==> src/rtl/spi_slave_ctrl.sv <==
// SPI slave register-access controller: address + R/W header, then one data word read or written.
// Optional SPI_SLAVE_BURST_EN: keep transferring auto-incremented words while cs_n stays low.
module spi_slave_ctrl #(
    parameter int unsigned ADDR_W = 7,
    parameter int unsigned DATA_W = 8
) (
    input  logic              clk,
    input  logic              reset_n,
    input  logic              cs_n,
    input  logic              sclk_pe,
    input  logic              sclk_ne,
    input  logic              mosi,
    output logic              miso,
    output logic              miso_oe,
    output logic [ADDR_W-1:0] addr,
    output logic [DATA_W-1:0] wr_data,
    output logic              wr_en,
    output logic              rd_req,
    input  logic [DATA_W-1:0] rd_data
);
    localparam int unsigned SH_W  = (ADDR_W > DATA_W) ? ADDR_W : DATA_W;
    localparam int unsigned CNT_W = $clog2(SH_W + 1);
`ifdef SPI_SLAVE_BURST_EN
    localparam bit BURST_EN = 1'b1;
`else
    localparam bit BURST_EN = 1'b0;
`endif

    typedef enum logic [2:0] {
        IDLE,
        ADDR,
        RD_LOAD,
        RD_SHIFT,
        WR_SHIFT,
        DONE
    } state_t;

    state_t            state, state_d;
    logic [CNT_W-1:0]  cnt, cnt_d;
    logic [SH_W-1:0]   shreg, shreg_d;
    logic [SH_W-1:0]   shreg_in;
    logic [ADDR_W-1:0] addr_d;
    logic [DATA_W-1:0] wr_data_d;
    logic [DATA_W-1:0] wr_word;
    logic              wr_en_d;
    logic              rd_req_d;
    logic              miso_d;
    logic              miso_oe_d;
    logic              inc_pend, inc_pend_d;
    logic              word_last;

    assign shreg_in  = {shreg[SH_W-2:0], mosi};
    assign wr_word   = shreg_in[DATA_W-1:0];
    assign word_last = (cnt == CNT_W'(DATA_W - 1));

    // State register and all registered outputs
    always_ff @(posedge clk or negedge reset_n) begin
        if (!reset_n) begin
            state    <= IDLE;
            cnt      <= '0;
            shreg    <= '0;
            addr     <= '0;
            wr_data  <= '0;
            wr_en    <= 1'b0;
            rd_req   <= 1'b0;
            miso     <= 1'b0;
            miso_oe  <= 1'b0;
            inc_pend <= 1'b0;
        end else begin
            state    <= state_d;
            cnt      <= cnt_d;
            shreg    <= shreg_d;
            addr     <= addr_d;
            wr_data  <= wr_data_d;
            wr_en    <= wr_en_d;
            rd_req   <= rd_req_d;
            miso     <= miso_d;
            miso_oe  <= miso_oe_d;
            inc_pend <= inc_pend_d;
        end
    end

    // Next-state and next-output logic; cs_n high overrides everything
    always_comb begin
        state_d    = state;
        cnt_d      = cnt;
        shreg_d    = shreg;
        addr_d     = addr;
        wr_data_d  = wr_data;
        wr_en_d    = 1'b0;
        rd_req_d   = 1'b0;
        inc_pend_d = 1'b0;
        miso_oe_d  = 1'b0;
        miso_d     = 1'b0;

        // Burst writes advance addr one cycle late so wr_en sees the word's own address
        if (inc_pend) begin
            addr_d = addr + ADDR_W'(1);
        end

        if (cs_n) begin
            state_d = IDLE;
            cnt_d   = '0;
        end else begin
            case (state)
                IDLE: begin
                    state_d = ADDR;
                    cnt_d   = '0;
                end
                ADDR: begin
                    if (sclk_pe) begin
                        if (cnt == CNT_W'(ADDR_W)) begin
                            addr_d  = shreg[ADDR_W-1:0];
                            cnt_d   = '0;
                            state_d = mosi ? RD_LOAD : WR_SHIFT;
                        end else begin
                            shreg_d = shreg_in;
                            cnt_d   = cnt + CNT_W'(1);
                        end
                    end
                end
                RD_LOAD: begin
                    // cnt 0: raise rd_req; cnt 1: rd_req high; cnt 2: rd_data valid, load it
                    rd_req_d = (cnt == '0);
                    cnt_d    = cnt + CNT_W'(1);
                    if (cnt == CNT_W'(2)) begin
                        shreg_d = SH_W'(rd_data);
                        cnt_d   = '0;
                        state_d = RD_SHIFT;
                    end
                end
                RD_SHIFT: begin
                    if (sclk_ne) begin
                        shreg_d = shreg << 1;
                        cnt_d   = cnt + CNT_W'(1);
                        if (word_last) begin
                            cnt_d = '0;
                            if (BURST_EN) begin
                                addr_d  = addr + ADDR_W'(1);
                                state_d = RD_LOAD;
                            end else begin
                                state_d = DONE;
                            end
                        end
                    end
                end
                WR_SHIFT: begin
                    if (sclk_pe) begin
                        shreg_d = shreg_in;
                        cnt_d   = cnt + CNT_W'(1);
                        if (word_last) begin
                            cnt_d     = '0;
                            wr_data_d = wr_word;
                            wr_en_d   = 1'b1;
                            if (BURST_EN) begin
                                inc_pend_d = 1'b1;
                                state_d    = WR_SHIFT;
                            end else begin
                                state_d = DONE;
                            end
                        end
                    end
                end
                DONE: begin
                    state_d = DONE;
                end
                default: begin
                    state_d = IDLE;
                    cnt_d   = '0;
                end
            endcase
        end

        miso_oe_d = (state_d == RD_SHIFT);
        miso_d    = miso_oe_d & shreg_d[DATA_W-1];
    end

endmodule

==> config.mk <==
export PLATFORM = sky130hd
export DESIGN_NAME = spi_slave_ctrl
export DESIGN_NICKNAME = d
export VERILOG_FILES = /design/src/rtl/spi_slave_ctrl.sv
export SDC_FILE = /design/constraint.sdc
export NUM_CORES = 1
export LEC_CHECK = 0
export ABC_AREA = 0
export CORE_MARGIN = 4
export CORE_UTILIZATION = 51
export CTS_CLUSTER_SIZE = 20
export DETAILED_ROUTE_END_ITERATION = 16
export MAX_ROUTING_LAYER = met4
export PLACE_DENSITY = 0.89
export SYNTH_ARGS = -nofsm -noshare
export SYNTH_HDL_FRONTEND = slang
export SYNTH_SLANG_ARGS = --single-unit
==> constraint.sdc <==
create_clock -name clk -period 2.15 [get_ports clk]
set_input_delay 0.43 -clock clk [delete_from_list [all_inputs] [get_ports clk]]
set_output_delay 0.43 -clock clk [all_outputs]
set_load 0.01 [all_outputs]
==> summary.md, run 1 <==
| Metric | Value |
|---|---|
| Outcome | finished, final reports clean |
| Vias per inst | 5.61 |
| RSZ-0062 raised after global routing | false |
| # setup viols final | 0 |
| WL/cell | 15.7 um |
| P&R area growth vs syn | 25.2% |
| Via count | 1431 |
| Worst slew pin tran | 0.466 ns |
| Worst Hold Class | in -> async |
| Htree depth | 2 |
| Clock Path Buffers | 2 |
| Final Net Count | 225 |
| Syn Area/Cell | 10.3 um2 |
| Crit path DAT | 2.14 ns |
| CP endpoint kind | register |
| Num CTS Buffers | 5 |
| Cts hold-fix bufs | 0 |
| Vias in the first global route | 1375 |
| Startpoint types | register |
| Worst vdd ir | 370 uV |
| Post-synth EDFFs | 0 |
| Synth Warn # | 0 |
| Initial Utilization | 0.530 |
| ANT cells | 0 |
| Drt drc | 0 |
| Max_cap viols | 0 |
| Fin. max-slew vios | 0 |
| LEAKAGE | 0.989 nW |
| Core area | 3340 um2 |
| GRT Total Usage | 0.198 |
| DIE AREA | 4470 um2 |
| PwrDens | 498 nW/um2 |
| Seq cells post-synth | 34 |
| Largest net degree at the start of global routing | 35 |
| Grt total ovfl | 0 |
| Post-route design area | 2210 um2 |
| CTS tree | done |
| Root Driver | clkbuf_4 |
| CP Class | reg -> reg |
| Distinct cell type count of the synthesized netlist | 45 |
| Period utilisation layout | 0.907 |
| Seq/Total Area, Yosys | 0.481 |
| Slew headroom | 0.688 |
| Final Wtd Congestion | 0.812 |
| PostCTS Resize Cnt | 0 |
| DRT iter0 DRCs | 108 |
| Port bufs | 32 |
| Later-pin clock latency in the skew report | 0.33 ns |
| Gate Count Post-Synth | 171 |
| Post-CTS Setup Repair Bufs | 0 |
| Post-DP HPWL | 3010 um |
| Share of flip-flops with an asynchronous set or reset | 1.00 |
| Commonest cells after routing, fill and taps aside | dfrtp_1, clkdlybuf4s50_1, nand2_1 |
| Worst Skew | 0.00987 ns |
| Min Tclk post-route | 1.95 ns |
| Fmax | 513 MHz |
| Io pins | 33 |
| WP data required | 2.34 ns |
| Syn_nets | 188 |
| CTS Sinks | 34 |
| Number of antenna violations at the first check in global routing | 0 |
| Most common cell after layout, fill and taps aside | dfrtp_1 |
| Final ANT Viol Nets | 0 |
| Drt total wl | 4000 um |
| Drt pass-1 iters | 4 |
| CP max FO | 3 |
| Final setup TNS | 0 ns |
| Share of cells above drive strength 1 | 0.177 |
| Die height | 66.9 um |
| Final hold violations | 0 |
| Global-route wire length before repair | 6390 um |
| Die Width | 66.9 um |
| Ys flop type | dfrtp_1 |
| Mapped Area | 1770 um2 |
| Site row count | 21 |
| CTS clk-pin slew, worst paths | 0.11 ns |
| Post-DP Area | 2150 um2 |
-- cell type report --
type / instances / area, um2
clock inverters: 2 / 12.5
inverters: 6 / 22.5
fillers: 249 / 1120
multi-input cells: 120 / 831
repair buffers: 41 / 388
flip-flops and latches: 34 / 851
well taps: 46 / 57.6
clock buffers: 6 / 51.3
-- worst max-delay path: stages (launching register included) --
cell and delay, ns:
dfrtp_1 0.41, inv_1 0.12, ha_1 0.19, or3b_2 0.50, a211oi_1 0.29, nor2_1 0.09
nand4b_1 0.10, a31oi_1 0.12
-- report_power, final --
part           internal [mW]  total [mW]  switching (mW)
clock                  0.157       0.371           0.213
sequential             0.643       0.650         0.00633
combinational         0.0385      0.0825          0.0440
total                  0.839        1.10           0.264
-- routing by layer --
| layer | track usage | share of wire | vias to the layer above |
|---|---|---|---|
| met4 | 0.0810 | 0.020 | 0 |
| met3 | 0.0455 | 0.065 | 10 |
| met2 | 0.304 | 0.50 | 58 |
| li1 | - | - | 680 |
| met1 | 0.252 | 0.41 | 683 |
| met5 | - | 0 | - |
-- synthesized netlist by cell type (2+ instances only) --
master	number	area, um2
a211oi_1	2	15.0
a21oi_1	5	25.0
a22o_1	2	17.5
a22oi_1	6	45.0
a32oi_1	2	17.5
buf_2	3	15.0
buf_6	2	22.5
clkbuf_1	5	18.8
dfrtp_1	34	851
ha_1	3	37.5
inv_1	6	22.5
mux2_2	10	113
nand2_1	29	109
nand2b_1	5	31.3
nand3b_1	3	22.5
nand4bb_1	2	22.5
nor2_1	8	30.0
nor3_1	4	20.0
nor3b_1	2	15.0
o21a_1	2	15.0
o21ai_0	10	50.1
or3_1	2	12.5
or3b_2	2	17.5
-- metrics by stage --
| stage | utilization | power (mW) | hold slack, ns | cells | worst slack, ns |
|---|---|---|---|---|---|
| final | 0.663 | 1.10 | 0.490 | 255 | 0.199 |
| after global routing | 0.663 | 1.14 | 0.513 | 255 | 0.0920 |
| after CTS | 0.663 | 1.11 | 0.492 | 255 | 0.207 |
| after detailed placement | 0.644 | 0.745 | 0.467 | 247 | -0.0165 |
| after global placement | 0.644 | 0.743 | 0.459 | 247 | 0.0416 |
| after floorplan | - | 0.690 | 0.134 | 171 | 0.339 |
-- final timing paths --
path	startpoint	endpoint	slack (ns)	cells after the start
setup / recovery	cnt[0]$_DFFE_PN0P_	cnt[2]$_DFFE_PN0P_	0.20	7
setup reg to reg	cnt[0]$_DFFE_PN0P_	cnt[2]$_DFFE_PN0P_	0.20	7
hold reg to reg	wr_data[5]$_DFFE_PN0P_	wr_data[5]$_DFFE_PN0P_	0.49	2
hold / removal	reset_n	wr_data[2]$_DFFE_PN0P_	0.49	2
max in group asynchronous	reset_n	cnt[1]$_DFFE_PN0P_	1.35	2
min in group clk	wr_data[5]$_DFFE_PN0P_	wr_data[5]$_DFFE_PN0P_	0.49	2
-- flip-flops by register name (all words and copies together) (netlist names) --
register	cells
wr_data	8
state	3
shreg	8
addr	7
miso_oe	1
wr_en	1
cnt	4
rd_req	1
miso	1
-- cell families (layout without fill, tap and decap cells) --
logic type | Yosys count | count (layout) | share of synthesized area
DFF | 34 | 34 | 0.481
buffers and inverters | 17 | 55 | 0.0488
adders and majority gates | 4 | 4 | 0.0269
AOI/OAI and AO/OA | 37 | 37 | 0.156
and+or+nand+nor | 68 | 68 | 0.218
muxes | 11 | 11 | 0.0694
Note: power is estimated with default switching activity, not from simulation.
==> run 2, diff against run 1 <==
--- a/config.mk
+++ b/config.mk
@@ -5,13 +5,13 @@
 export SDC_FILE = /design/constraint.sdc
 export NUM_CORES = 1
 export LEC_CHECK = 0
-export ABC_AREA = 0
+export ABC_AREA = 1
 export CORE_MARGIN = 4
-export CORE_UTILIZATION = 51
+export CORE_UTILIZATION = 52
 export CTS_CLUSTER_SIZE = 20
 export DETAILED_ROUTE_END_ITERATION = 16
 export MAX_ROUTING_LAYER = met4
-export PLACE_DENSITY = 0.89
+export PLACE_DENSITY = 0.9
 export SYNTH_ARGS = -nofsm -noshare
 export SYNTH_HDL_FRONTEND = slang
 export SYNTH_SLANG_ARGS = --single-unit
==> run 2 against run 1 <==
Flip-flop and latch count unchanged. Setup slack better by 0.21 ns. Critical endpoint is now shreg[6]$_DFFE_PN0P_. Total power up 6.7%. Sequential power up 2%. Clock skew down 0.0021 ns. Register-to-register slack better by 0.21 ns. Core utilization up 1.0 points. Cell count up 21%. Via count up 14%. Sequential share of layout area down 0.87 points.
==> summary.md, run 2 <==
| Metric | Value |
|---|---|
| Vias in the first global route | 1546 (+12%) |
| Biggest regs | shreg (8), wr_data (8), addr (7) |
| Top-count cell post-synth | nand2_1 |
| LEAKAGE | 1.08 nW (+9.0%) |
| R2R Path Start | cnt[0]$_DFFE_PN0P_ |
| PostCTS Resize Cnt | 0 (unchanged) |
| Vias per inst | 5.27 (-6.1%) |
| Most common cell after layout, fill and taps aside | nand2_1 |
| Worst vdd ir | 381 uV (+2.9%) |
| Drt drc | 0 (unchanged) |
| Outcome | finished, final reports clean |
| Synth cell count leaders | nand2_1, dfrtp_1, inv_1 |
| Worst Hold Class | in -> async |
| Worst setup startpoint | cnt[0]$_DFFE_PN0P_ |
| Commonest cells after routing, fill and taps aside | nand2_1, dfrtp_1, clkdlybuf4s50_1 |
| Later-pin clock latency in the skew report | 0.34 ns (about the same) |
| DRT iter0 DRCs | 105 (-2.8%) |
| Initial Utilization | 0.541 (+0.0111) |
| Drt pass-1 iters | 4 (unchanged) |
| Num CTS Buffers | 5 (unchanged) |
| Post-synth EDFFs | 0 (unchanged) |
| Seq cells post-synth | 34 (unchanged) |
| CTS tree | done |
| Largest net degree at the start of global routing | 35 (unchanged) |
| Dominant cells by area after synthesis | dfrtp_1, nand2_1, nand3_1, o21ai_1, inv_1 |
| Site row count | 21 (unchanged) |
| Grt total ovfl | 0 (unchanged) |
| Yosys top cell area share | 0.468 (-0.0136) |
| Drt total wl | 4110 um (+2.6%) |
| Clock Path Buffers | 2 (unchanged) |
| Distinct cell type count of the synthesized netlist | 26 (-42%) |
| Min Tclk post-route | 1.74 ns (-0.208 ns) |
| PwrDens | 520 nW/um2 (+4.3%) |
| Final Wtd Congestion | 1.03 (+27%) |
| Die height | 67.2 um (+0.41%) |
| Io pins | 33 (unchanged) |
| Startpoint types | register |
| Number of antenna violations at the first check in global routing | 0 (unchanged) |
| Crit path DAT | 2.02 ns (-0.12 ns) |
| CP max FO | 14 (+11) |
| P&R area growth vs syn | 24.5% |
| Fmax | 574 MHz (+12%) |
| Htree depth | 2 (unchanged) |
| Mapped Area | 1820 um2 (+2.9%) |
| Ys flop type | dfrtp_1 |
| CTS Sinks | 34 (unchanged) |
| Share of flip-flops with an asynchronous set or reset | 1.00 (unchanged) |
| Root Driver | clkbuf_4 |
| Cts hold-fix bufs | 0 (unchanged) |
| ANT cells | 0 (unchanged) |
| Share of cells above drive strength 1 | 0.171 (-0.00593) |
| CP Capture Point | shreg[6]$_DFFE_PN0P_ |
| Final setup TNS | 0 ns (unchanged) |
| Worst Skew | 0.00780 ns (-0.00207 ns) |
| Max_cap viols | 0 (unchanged) |
| Post-CTS Setup Repair Bufs | 0 (unchanged) |
| Period utilisation layout | 0.811 (-0.0966) |
| Global-route wire length before repair | 7000 um (+9.6%) |
| # setup viols final | 0 (unchanged) |
| Worst slew pin tran | 0.433 ns (-0.0330 ns) |
| Gate Count Post-Synth | 223 (+30%) |
| R2r setup slk | 0.41 ns (+0.21 ns) |
| FF-to-FF path depth | 8 (+1) |
| Hold slack | 0.482 ns (-0.00770 ns) |
| Worst R2R End | shreg[6]$_DFFE_PN0P_ |
| CP endpoint kind | register |
| Slew headroom | 0.711 (+0.0234) |
| CP Class | reg -> reg |
| Final Net Count | 279 (+24%) |
| Fin. max-slew vios | 0 (unchanged) |
| CTS clk-pin slew, worst paths | 0.11 ns (about the same) |
| Die Width | 67.2 um (+0.41%) |
| Port bufs | 32 (unchanged) |
| Synth Warn # | 0 (unchanged) |
| Power consumption | 1.18 mW (+6.7%) |
| Final ANT Viol Nets | 0 (unchanged) |
| WP data required | 2.43 ns (+0.09 ns) |
| Final hold violations | 0 (unchanged) |
| Syn Area/Cell | 8.16 um2 (-21%) |
| Post-DP HPWL | 3070 um (+2.0%) |
| Via count | 1628 (+14%) |
| RSZ-0062 raised after global routing | false |
| GRT Total Usage | 0.212 (+0.0138) |
| Post-synth top area cell | dfrtp_1 |
| Core area | 3360 um2 (+0.79%) |
| Seq/Total Area, Yosys | 0.468 (-0.0136) |
| WL/cell | 13.3 um (-15%) |
| Syn_nets | 240 (+28%) |
| DIE AREA | 4510 um2 (+0.82%) |
run 2: cells by family (layout without fill, tap and decap cells):
family                   Yosys count  count (layout)  synth area share
AND/OR/NAND/NOR                  116             116             0.309
AO/OA/AOI/OAI                     36              36             0.119
flip-flops                        34              34             0.468
buffers and inverters             33              73            0.0791
adder cells (fa/ha/maj)            3               3            0.0206
XOR/XNOR                           1               1           0.00482
run 2: worst min-delay path by stage:
stage	slack (ns)	end	cells after the start
final	0.48	wr_data[4]$_DFFE_PN0P_	2
after global routing	0.50	wr_data[3]$_DFFE_PN0P_	2
after CTS	0.49	addr[3]$_DFFE_PN0P_	2
after detailed placement	0.48	wr_data[5]$_DFFE_PN0P_	2
after global placement	0.46	wr_data[0]$_DFFE_PN0P_	2
after floorplan	0.13	addr[0]$_DFFE_PN0P_	0
run 2: final cells by class:
class	count	area, um2
clock buffer	6	51.3
sequential	34	851
timing repair buffer	35	355
inverter	30	113
clock inverter	2	12.5
tap	46	57.6
multi-input combinational	156	825
fill	299	1100
run 2: stage by stage:
step	setup slack (ns)	cell area [um2]	std cells	util
finish	0.407	2260	309	0.673
global route	0.234	2260	309	0.673
CTS	0.403	2260	309	0.673
detailed placement	0.180	2200	301	0.654
global placement	0.163	2200	301	0.654
floorplan	0.659	1820	223	-
run 2: metal layers:
metal / vias to the layer above / global-route usage / wire length, um
met5: - / - / 0
met3: 14 / 0.0532 / 323
met4: 0 / 0.0911 / 112
li1: 796 / - / -
met2: 82 / 0.296 / 1800
met1: 736 / 0.291 / 1870
run 2: power breakdown:
group	total (mW)	internal [mW]	leakage (nW)	switching (mW)
Clock	0.375	0.157	0.0343	0.218
Combinational	0.140	0.0552	0.574	0.0850
Sequential	0.662	0.652	0.469	0.00985
run 2: worst max-delay path, cell delays in order, from the launching register on:
cell     delay (ns)
dfrtp_1        0.41
inv_1          0.14
ha_1           0.18
nand3_2        0.17
nand2_2        0.17
nand4_4        0.11
nor2_4         0.31
nand2_1        0.10
o21ai_1        0.09
==> run 3, diff against run 2 <==
--- a/config.mk
+++ b/config.mk
@@ -7,11 +7,11 @@
 export LEC_CHECK = 0
 export ABC_AREA = 1
 export CORE_MARGIN = 4
-export CORE_UTILIZATION = 52
+export CORE_UTILIZATION = 47
 export CTS_CLUSTER_SIZE = 20
 export DETAILED_ROUTE_END_ITERATION = 16
 export MAX_ROUTING_LAYER = met4
-export PLACE_DENSITY = 0.9
+export PLACE_DENSITY = 0.87
 export SYNTH_ARGS = -nofsm -noshare
 export SYNTH_HDL_FRONTEND = slang
 export SYNTH_SLANG_ARGS = --single-unit
==> constraint.sdc (replaced) <==
create_clock -name clk -period 1.5 [get_ports clk]
set_input_delay 0.3 -clock clk [delete_from_list [all_inputs] [get_ports clk]]
set_output_delay 0.3 -clock clk [all_outputs]
set_load 0.01 [all_outputs]
==> run 3 against run 2 <==
The run now ends with setup timing left. Global-route usage is 1.4 points lower. Critical path depth stayed put. Combinational power is 96% higher. Fmax is 11% higher. Critical endpoint is now addr[5]$_DFFE_PN0P_. Largest cell class is now multi-input combinational cells. Largest power group unchanged.
==> summary.md, run 3 (synthesis results as in run 2) <==
| Metric | Value |
|---|---|
| Outcome | finished with violations |
| Failing checks | setup timing |
| Crit path DAT | 1.74 ns (-0.28 ns) |
| PwrDens | 682 nW/um2 (+31%) |
| Drt total wl | 4720 um (+15%) |
| # setup viols final | 15 (+15) |
| Drt pass-1 iters | 5 (+1) |
| Internal cell power | 1.37 mW (+59%) |
| Worst slew pin tran | 0.209 ns (-0.224 ns) |
| WL/cell | 13.7 um (+3.2%) |
| Period utilisation layout | 1.04 (+0.232) |
| Via count | 1706 (+4.8%) |
| Max_cap viols | 0 (unchanged) |
| Final Net Count | 313 (+12%) |
| Sw Share | 0.260 (-0.00552) |
| Number of antenna violations at the first check in global routing | 0 (unchanged) |
| Post-route design area | 2720 um2 (+20%) |
| Commonest cells after routing, fill and taps aside | nand2_1, dfrtp_1, buf_4 |
| Final ANT Viol Nets | 0 (unchanged) |
| Drt drc | 0 (unchanged) |
| Fmax | 639 MHz (+11%) |
| Fillcell total | 281 (-6.0%) |
| CTS tree | done |
| Post-DP Area | 2450 um2 (+11%) |
| Largest net degree at the start of global routing | 35 (unchanged) |
| Gate power share | 0.147 (+0.028) |
| Startpoint types | register |
| Site row count | 22 (+4.8%) |
| Port bufs | 32 (unchanged) |
| Num CTS Buffers | 5 (unchanged) |
| Sequential power share | 0.511 (-0.051) |
| CTS Sinks | 34 (unchanged) |
| Final hold violations | 0 (unchanged) |
| Vias in the first global route | 1675 (+8.3%) |
| Most common cell after layout, fill and taps aside | nand2_1 |
| Worst Hold Class | in -> async |
| LEAKAGE | 1.49 nW (+38%) |
| Worst vdd ir | 549 uV (+44%) |
| Clock Path Buffers | 2 (unchanged) |
| Root Driver | clkbuf_8 |
| Fin util | 0.738 (+0.0651) |
| Sw power | 0.484 mW (+55%) |
| WP data required | 1.67 ns (-0.76 ns) |
| Post-DP HPWL | 3400 um (+11%) |
| Fin. max-slew vios | 0 (unchanged) |
| Min Tclk post-route | 1.56 ns (-0.178 ns) |
| DIE AREA | 4930 um2 (+9.3%) |
| Initial Utilization | 0.493 (-0.0477) |
| Vias per inst | 4.96 (-5.9%) |
| Fin worst setup slack | -0.0647 ns (-0.472 ns) |
| Die height | 70.2 um (+4.6%) |
| Later-pin clock latency in the skew report | 0.28 ns (-0.06 ns) |
| Hold slack | 0.393 ns (-0.0895 ns) |
| CP Class | reg -> reg |
| P&R area growth vs syn | 49.7% |
| Clock share of power | 0.341 (+0.022) |
| Cts hold-fix bufs | 0 (unchanged) |
| Share of cells above drive strength 1 | 0.328 (+0.157) |
| Die Width | 70.2 um (+4.6%) |
| CP endpoint kind | register |
| Core area | 3690 um2 (+9.7%) |
| Htree depth | 2 (unchanged) |
| Cells after DPL | 333 (+11%) |
| DRT iter0 DRCs | 125 (+19%) |
| Global-route wire length before repair | 7490 um (+6.9%) |
| GRT Total Usage | 0.197 (-0.0144) |
| Final Wtd Congestion | 0.989 (-4.0%) |
| RSZ-0062 raised after global routing | true |
| ANT cells | 0 (unchanged) |
| Worst Skew | 0.00241 ns (-0.00539 ns) |
| Post-route insts no fill | 344 (+11%) |
| CTS clk-pin slew, worst paths | 0.07 ns (-0.04 ns) |
| CP max FO | 14 (unchanged) |
| Slew headroom | 0.860 (+0.149) |
| Biggest regs | shreg (8), wr_data (8), addr (7) |
| Grt total ovfl | 0 (unchanged) |
| Io pins | 33 (unchanged) |
run 3: cell types whose count changed in the layout (fill, tap and decap cells not counted), moves of 3 or more:
cell / delta
nand2_1: -7
clkbuf_4: -5
nand2_4: +3
buf_4: +28
nand2_2: +4
dlymetal6s2s_1: +10
clkbuf_8: +4
buf_6: +4
clkdlybuf4s50_1: -10
run 3: power by group through the flow:
stage,Combinational [mW],Clock (mW),Sequential (mW)
floorplan,0.115,0,0.965
detailed placement,0.251,0,0.965
global placement,0.246,0,0.964
finish,0.274,0.634,0.950
global route,0.300,0.683,0.952
CTS,0.256,0.650,0.948
run 3: routing by layer:
layer  routed length [um]  track usage  vias to the layer above  share of wire
met3                  286       0.0504                        8          0.061
met2                 2180        0.288                       48           0.46
li1                     -            -                      860              -
met5                    0            -                        -              0
met4                   76       0.0702                        0          0.016
met1                 2180        0.266                      790           0.46
run 3: worst paths after layout:
path	startpoint	endpoint	slack, ns	cells past startpoint
min in group clk	wr_data[0]$_DFFE_PN0P_	wr_data[0]$_DFFE_PN0P_	0.49	2
max reg2reg	cnt[0]$_DFFE_PN0P_	addr[5]$_DFFE_PN0P_	-0.06	8
min	reset_n	wr_data[1]$_DFFE_PN0P_	0.39	2
max in group asynchronous	reset_n	rd_req$_DFF_PN0_	0.93	2
min reg2reg	wr_data[0]$_DFFE_PN0P_	wr_data[0]$_DFFE_PN0P_	0.49	2
max	cnt[0]$_DFFE_PN0P_	addr[5]$_DFFE_PN0P_	-0.06	8
run 3: worst max-delay path, stage by stage (launching register included):
cell     delay (ns)
dfrtp_1        0.43
ha_4           0.19
nand2_4        0.06
nor2_4         0.18
buf_6          0.12
nand4_1        0.15
buf_12         0.20
nand2_1        0.06
o21ai_1        0.06
run 3: metrics by stage:
stage	setup slack [ns]	total power, mW	TNS (ns)
floorplan	0.00879	1.08	0
global placement	-0.151	1.21	-3.03
detailed placement	-0.229	1.22	-4.19
CTS	-0.0512	1.85	-0.389
global route	-0.155	1.94	-2.66
finish	-0.0647	1.86	-0.618
run 3: area by class of cell:
class,instances,area (um2),share of cell area
Clock buffer,5,68.8,0.0253
Clock inverter,2,10.0,0.00367
Inverter,30,118,0.0432
Multi-Input combinational cell,156,941,0.345
Sequential cell,34,851,0.312
Tap cell,48,60.1,0.0220
Timing Repair Buffer,69,676,0.248
run 3: timing repair:
item	4_1_cts	5_1_grt
setup endpoints to repair	26	37
gates resized for setup	13	32
pin swaps	1	14
setup buffers	0	4
